===== config.mk =====
export PLATFORM = sky130hd
export DESIGN_NAME = i2c_reg_ctrl
export DESIGN_NICKNAME = d
export VERILOG_FILES = /design/src/rtl/i2c_reg_ctrl.sv
export SDC_FILE = /design/constraint.sdc
export NUM_CORES = 1
export LEC_CHECK = 0
export CAP_MARGIN = 20
export CORE_AREA = 2 2 92 94
export DETAILED_ROUTE_END_ITERATION = 8
export DIE_AREA = 0 0 94 96
export PLACE_DENSITY = 0.8
export SLEW_MARGIN = 20
export SYNTH_ARGS = -nofsm -noshare
export SYNTH_HDL_FRONTEND = slang
export SYNTH_SLANG_ARGS = --single-unit

===== constraint.sdc =====
create_clock -name clk -period 2.3 [get_ports clk]
set_clock_uncertainty 0.1 [all_clocks]
set_input_delay 0.23 -clock clk [delete_from_list [all_inputs] [get_ports clk]]
set_output_delay 0.23 -clock clk [all_outputs]
set_load 0.03 [all_outputs]

===== src/rtl/i2c_reg_ctrl.sv =====
// Register-file sequencer behind the i2c slave: first byte after START is a register pointer,
// following bytes are written to the pointed register with pointer auto-increment.
module i2c_reg_ctrl #(
    parameter int unsigned NUM_REGS  = 8,
    parameter int unsigned PTR_W     = 3,
    parameter logic [7:0]  RESET_VAL = 8'h00
) (
    input  logic                  clk,
    input  logic                  reset,
    input  logic [7:0]            data,
    input  logic                  data_valid,
    input  logic                  start,
    input  logic                  stop,
    output logic [8*NUM_REGS-1:0] regs_o,
    output logic                  wr_en_o,
    output logic [PTR_W-1:0]      wr_addr_o,
    output logic [7:0]            wr_data_o,
    output logic                  busy_o,
    output logic                  err_o
);

    localparam logic [1:0] StIdle = 2'd0;
    localparam logic [1:0] StPtr  = 2'd1;
    localparam logic [1:0] StData = 2'd2;
    localparam logic [1:0] StDrop = 2'd3;

    localparam logic [8:0] NumRegs = 9'(NUM_REGS);

    logic [1:0]       state_q, state_d;
    logic [PTR_W-1:0] ptr_q, ptr_d;
    logic             err_q, err_d;
    logic             wr_en_d;
    logic             ptr_ok;
    logic [7:0]       regs_q [NUM_REGS];

    assign ptr_ok = ({1'b0, data} < NumRegs);

    // start outranks everything else, including a coincident byte or stop.
    always_comb begin
        state_d = state_q;
        ptr_d   = ptr_q;
        err_d   = err_q;
        wr_en_d = 1'b0;
        if (start) begin
            state_d = StPtr;
            err_d   = 1'b0;
        end else begin
            unique case (state_q)
                StIdle: begin
                    state_d = StIdle;
                end
                StPtr: begin
                    if (data_valid) begin
                        if (ptr_ok) begin
                            ptr_d   = data[PTR_W-1:0];
                            state_d = StData;
                        end else begin
                            err_d   = 1'b1;
                            state_d = StDrop;
                        end
                    end
                    if (stop) begin
                        state_d = StIdle;
                    end
                end
                StData: begin
                    if (data_valid) begin
                        wr_en_d = 1'b1;
                        ptr_d   = ptr_q + 1'b1;
                    end
                    if (stop) begin
                        state_d = StIdle;
                    end
                end
                StDrop: begin
                    if (stop) begin
                        state_d = StIdle;
                    end
                end
                default: begin
                    state_d = StIdle;
                end
            endcase
        end
    end

    always_ff @(posedge clk or posedge reset) begin
        if (reset) begin
            state_q <= StIdle;
            ptr_q   <= '0;
            err_q   <= 1'b0;
        end else begin
            state_q <= state_d;
            ptr_q   <= ptr_d;
            err_q   <= err_d;
        end
    end

    // Write strobe and its address/data are registered; address/data hold between writes.
    always_ff @(posedge clk or posedge reset) begin
        if (reset) begin
            wr_en_o   <= 1'b0;
            wr_addr_o <= '0;
            wr_data_o <= 8'h00;
        end else begin
            wr_en_o <= wr_en_d;
            if (wr_en_d) begin
                wr_addr_o <= ptr_q;
                wr_data_o <= data;
            end
        end
    end

    for (genvar k = 0; k < NUM_REGS; k++) begin : g_reg
        always_ff @(posedge clk or posedge reset) begin
            if (reset) begin
                regs_q[k] <= RESET_VAL;
            end else if (wr_en_d && (ptr_q == PTR_W'(k))) begin
                regs_q[k] <= data;
            end
        end
        assign regs_o[8*k +: 8] = regs_q[k];
    end

    assign busy_o = (state_q != StIdle);
    assign err_o  = err_q;

endmodule


Yosys cells after proc, flatten, opt, wreduce, memory -nomap -nowiden

Index checks and enable logic that the tools add are counted.

Order comparisons: 1
Equality and inequality tests: 16
Add/sub/neg operators: 1
Multiplexer cells: 17
Reductions and logical operators: 18
Bitwise logic cells: 1

Operators with widths:

| kind                  | count |
|---|---|
| $eq A3 B3 Y1 const B  | 4 |
| $mux W3               | 3 |
| $logic_and A1 B1 Y1   | 8 |
| $lt A8 B4 Y1 const B  | 1 |
| $mux W1               | 8 |
| $mux W2               | 4 |
| $ne A2 B2 Y1 const B  | 4 |
| $reduce_bool A2 Y1    | 4 |
| $eq A3 B2 Y1 const B  | 2 |
| $pmux W2 S3           | 1 |
| $pmux W3 S2           | 1 |
| $reduce_and A5 Y1     | 1 |
| $eq A2 B2 Y1 const B  | 2 |
| $ne A4 B4 Y1 const B  | 1 |
| $add A3 B1 Y3 const B | 1 |
| $eq A3 B1 Y1 const B  | 1 |
| $logic_not A3 Y1      | 1 |
| $ne A3 B1 Y1 const B  | 1 |
| $reduce_and A3 Y1     | 1 |
| $eq A2 B1 Y1 const B  | 1 |
| $logic_not A2 Y1      | 1 |
| $reduce_and A2 Y1     | 1 |
| $reduce_or A2 Y1      | 1 |
| $not A1 Y1            | 1 |

Flip-flop bits (word level): 82
Output and inout bits: 78
Input port bits: 13
Word-level logic and storage cells: 68

Longest topological paths before layout

Depth in word-level cells: 6
Mapped depth: 6
Mapped depth without buffers: 5

Worst setup path after synthesis

No wires, ideal clock.

Kind: reg-to-reg
From: reg state_q[0]
To: reg regs_q, in the netlist regs_o[32]
Stages on the path, launching flop included: 6
Data required time: 2.075 ns
Path buffers: 2
Slack: 0.524 ns
Library setup time: 0.125 ns
Arrival: 1.551 ns
Clock period less this slack: 1.776 ns
Cells stage by stage: dfrtp_1 buf_2 nor3b_2 and3_1 buf_4 mux2_2

Longest elaborated chain between the ends: 4

Ends and longest elaborated chain:

| element                         | RTL line | RTL |
|---|---|---|
| from (decl)                     | 29       | `logic [1:0] state_q, state_d;` |
| from (signal assigned)          | 89       | `state_q <= StIdle;` |
| from (signal assigned)          | 93       | `state_q <= state_d;` |
| $eq A2 B2 Y1                    | 48       | `unique case (state_q)` |
| $mux W1                         | 48       |  |
| $mux W1                         | 44       | `if (start) begin` |
| $logic_and A1 B1 Y1             | 118      | `end else if (wr_en_d && (ptr_q == PTR_W'(k))) begin` |
| to (signal, indexed assignment) | 119      | `regs_q[k] <= data;` |
| to (decl)                       | 34       | `logic [7:0] regs_q [NUM_REGS];` |

No other way between the ends.
A chain may end at the register's enable or synchronous reset.

Worst setup path after layout

From: reg state_q[0]
To: out busy_o

Longest elaborated chain between the ends: 1

Ends and longest elaborated chain:

| element            | RTL line | RTL |
|---|---|---|
| $reduce_bool A2 Y1 | 125      | `assign busy_o = (state_q != StIdle);` |
| to (decl)          | 18       | `output logic busy_o,` |

No other way between the ends.

==> qor.yml <==
critPathSlowestCell: "clkdlybuf4s50_1"
nets: 340
post-cts-setup-buffer-count: 0
tns_ps: 0
wl_met1_um: 3530
io-pin-count: 91
relSlewSlack: 0.632
gp_congestion: 0.842
drv_cap: 0
final_antenna_net_count: 0
cpPeakStageDelay_ps: 590
grtUsageTotal: 0.182
crit_family: "buffers and inverters"
yosys.area.top_type: "dfrtp_1"
top_layer: "met4"
r2r-start: "state_q[0]"
hold_path_class: "in2async"
viasPerCell: 4.88
min_period_over_period: 0.907
critPathKind: "reg2out"
wl_met3_um: 410
n_antenna_cell: 0
die_w_um: 94
post-route-drc-count: 0
final_common_cell: "clkdlybuf4s50_1"
first_global_vias: 2256
route.met2.wl_um: 3730
p_leak_nw: 2.24
syn_nets: 242
postCtsHoldBufs: 0
fin_crit_ps: 2090
drt_iter0_markers: 75
outcome: "finished, final reports clean"
setup_viol: 0
ys_types: 34
rsz0062_at_grt: "false"
synth_area_per_cell_um2: 15.2
grt_max_degree: 83
clockBufferDepth: 2
hold_viol: 0
routedWlPerCell_um: 18.0
syn-cell-area_um2: 3380
start_util: 0.420
cts-htree-levels: 3
tightest_slew_ps: 550
die_y_um: 96
numCtsBuffers: 9
setup_ws_ps: 213
clockRootBuffer: "clkbuf_8"
cp-start-kind: "flop"
layout_common_cells: "90 x clkdlybuf4s50_1, 82 x dfrtp_1, 75 x mux2_2"
rows: 33
multi_input_area_um2: 1220
pre_cts_slack_ps: 129
fmax_mhz: 479
crit_path_start: "state_q[0]"
p_per_area_nw_per_um2: 679
syn2layout_area_growth_pct: 38.5
netlist_instances: 223
post_cts_resize_count: 0
grt_first_pass_wirelength_um: 12200
ir_worst_vdd_mv: 0.368
overflow: 0
drive_above_1_share: 0.348
fp.coreArea_um2: 8050
ys_warn_count: 0
cp.arrival_ps: 1760
die_area_um2: 9020
cp.required_ps: 1970
hpwlAfterDp_um: 5320
end_kind: "primary output"
cp_max_fo: 10
slew_viol_final: 0
via_count: 2100
synth_top_area_frac: 0.607
worst_setup_hold_path_clk_slew_ps: 80
numClockSinks: 82
ys_seq_area_frac: 0.607
regArea_um2: 2050
synth_seq_cells: 82
cp_cell_sequence: "or2_2, clkdlybuf4s50_1"
insertion_delay_ps: 340
cts_tree: "built"
critical_path_buf_inv_count: 1
antenna_found_initial: 0
wirelength_um: 7720
dr.pass1.iters: 2
synth_area_leaders: "dfrtp_1 61%, mux2_2 25%, ha_1 2.2%, buf_4 1.1%, nand3_2 0.89%"
portBuffers: 90
fin_util: 0.582
fillCellCount: 698
[worst reg2reg max path, cell delays in order (launching register included)]
cell and delay [ps]:
dfrtp_1 510, nor3b_2 360, and3_1 450, mux2_2 390
[cells in the mapped netlist]
master / number
o221a_2: 1
a221oi_1: 1
buf_1: 4
nor3b_4: 1
nor3_1: 1
nor2b_1: 2
buf_6: 1
a21o_1: 1
nor3b_2: 1
a31o_2: 1
a311oi_1: 1
inv_1: 7
nand2_4: 2
a21oi_1: 2
nand3_2: 3
nand2_1: 2
mux2i_1: 2
and3_1: 3
nor2_1: 3
nor2b_4: 1
or2_2: 1
nand2b_1: 3
a31oi_1: 1
nor4_1: 1
mux2_2: 75
buf_4: 5
mux2_1: 1
buf_2: 1
nand3b_1: 2
o21ai_0: 1
ha_1: 6
nor4b_1: 1
clkbuf_1: 3
dfrtp_1: 82
[kinds of logic (layout without fill, tap and decap cells)]
logic type                 count (synthesis)  count (layout)  share of synthesized area
buffers and inverters                     21             123                     0.0314
adders and majority gates                  6               6                     0.0222
AOI/OAI and AO/OA                          9               9                     0.0196
muxes                                     78              78                      0.259
and+or+nand+nor                           27              27                     0.0614
DFF                                       82              82                      0.607
[final timing paths]
check	depth (start not counted)	to	slack, ps
setup / recovery	2	busy_o	210
hold / removal	3	regs_o[29]	230
setup reg to reg	3	regs_o[32]	370
hold reg to reg	1	regs_o[29]	410
max in group asynchronous	3	regs_o[21]	1490
min in group clk	2	state_q[1]	370
[per-stage QoR]
step | std cells | instance area, um2 | power, mW | hold WS (ps)
2_1_floorplan | 223 | 3390 | 1.79 | 196
3_3_place_gp | 415 | 4450 | 1.98 | 388
3_5_place_dp | 415 | 4450 | 1.99 | 394
4_1_cts | 430 | 4690 | 3.23 | 270
5_1_grt | 430 | 4690 | 3.32 | 306
6_report | 430 | 4690 | 3.18 | 235
[final cells by class]
class                   count  share of cell area
flip-flops and latches     82               0.438
well taps                 105              0.0280
repair buffers            101               0.215
multi-input cells         120               0.261
clock inverters             5              0.0219
clock buffers              10              0.0294
inverters                   7             0.00641
[registers in the layout, summed over array words and instances, names as in the netlist]
register   count
err_o          1
ptr_q          3
regs_o        64
state_q        2
wr_addr_o      3
wr_data_o      8
wr_en_o        1
[report_power, final]
| group | total, mW | switching [mW] | internal [mW] |
|---|---|---|---|
| Clock | 1.23 | 0.484 | 0.743 |
| Combinational | 0.414 | 0.232 | 0.182 |
| Sequential | 1.54 | 0.0398 | 1.50 |
[routing by layer]
| layer | vias to the layer above | track usage |
|---|---|---|
| met4 | 0 | 0.0435 |
| met5 | - | 0 |
| met3 | 5 | 0.0579 |
| met1 | 1072 | 0.250 |
| li1 | 973 | - |
| met2 | 50 | 0.285 |
Note: power is estimated with default switching activity, not from simulation.
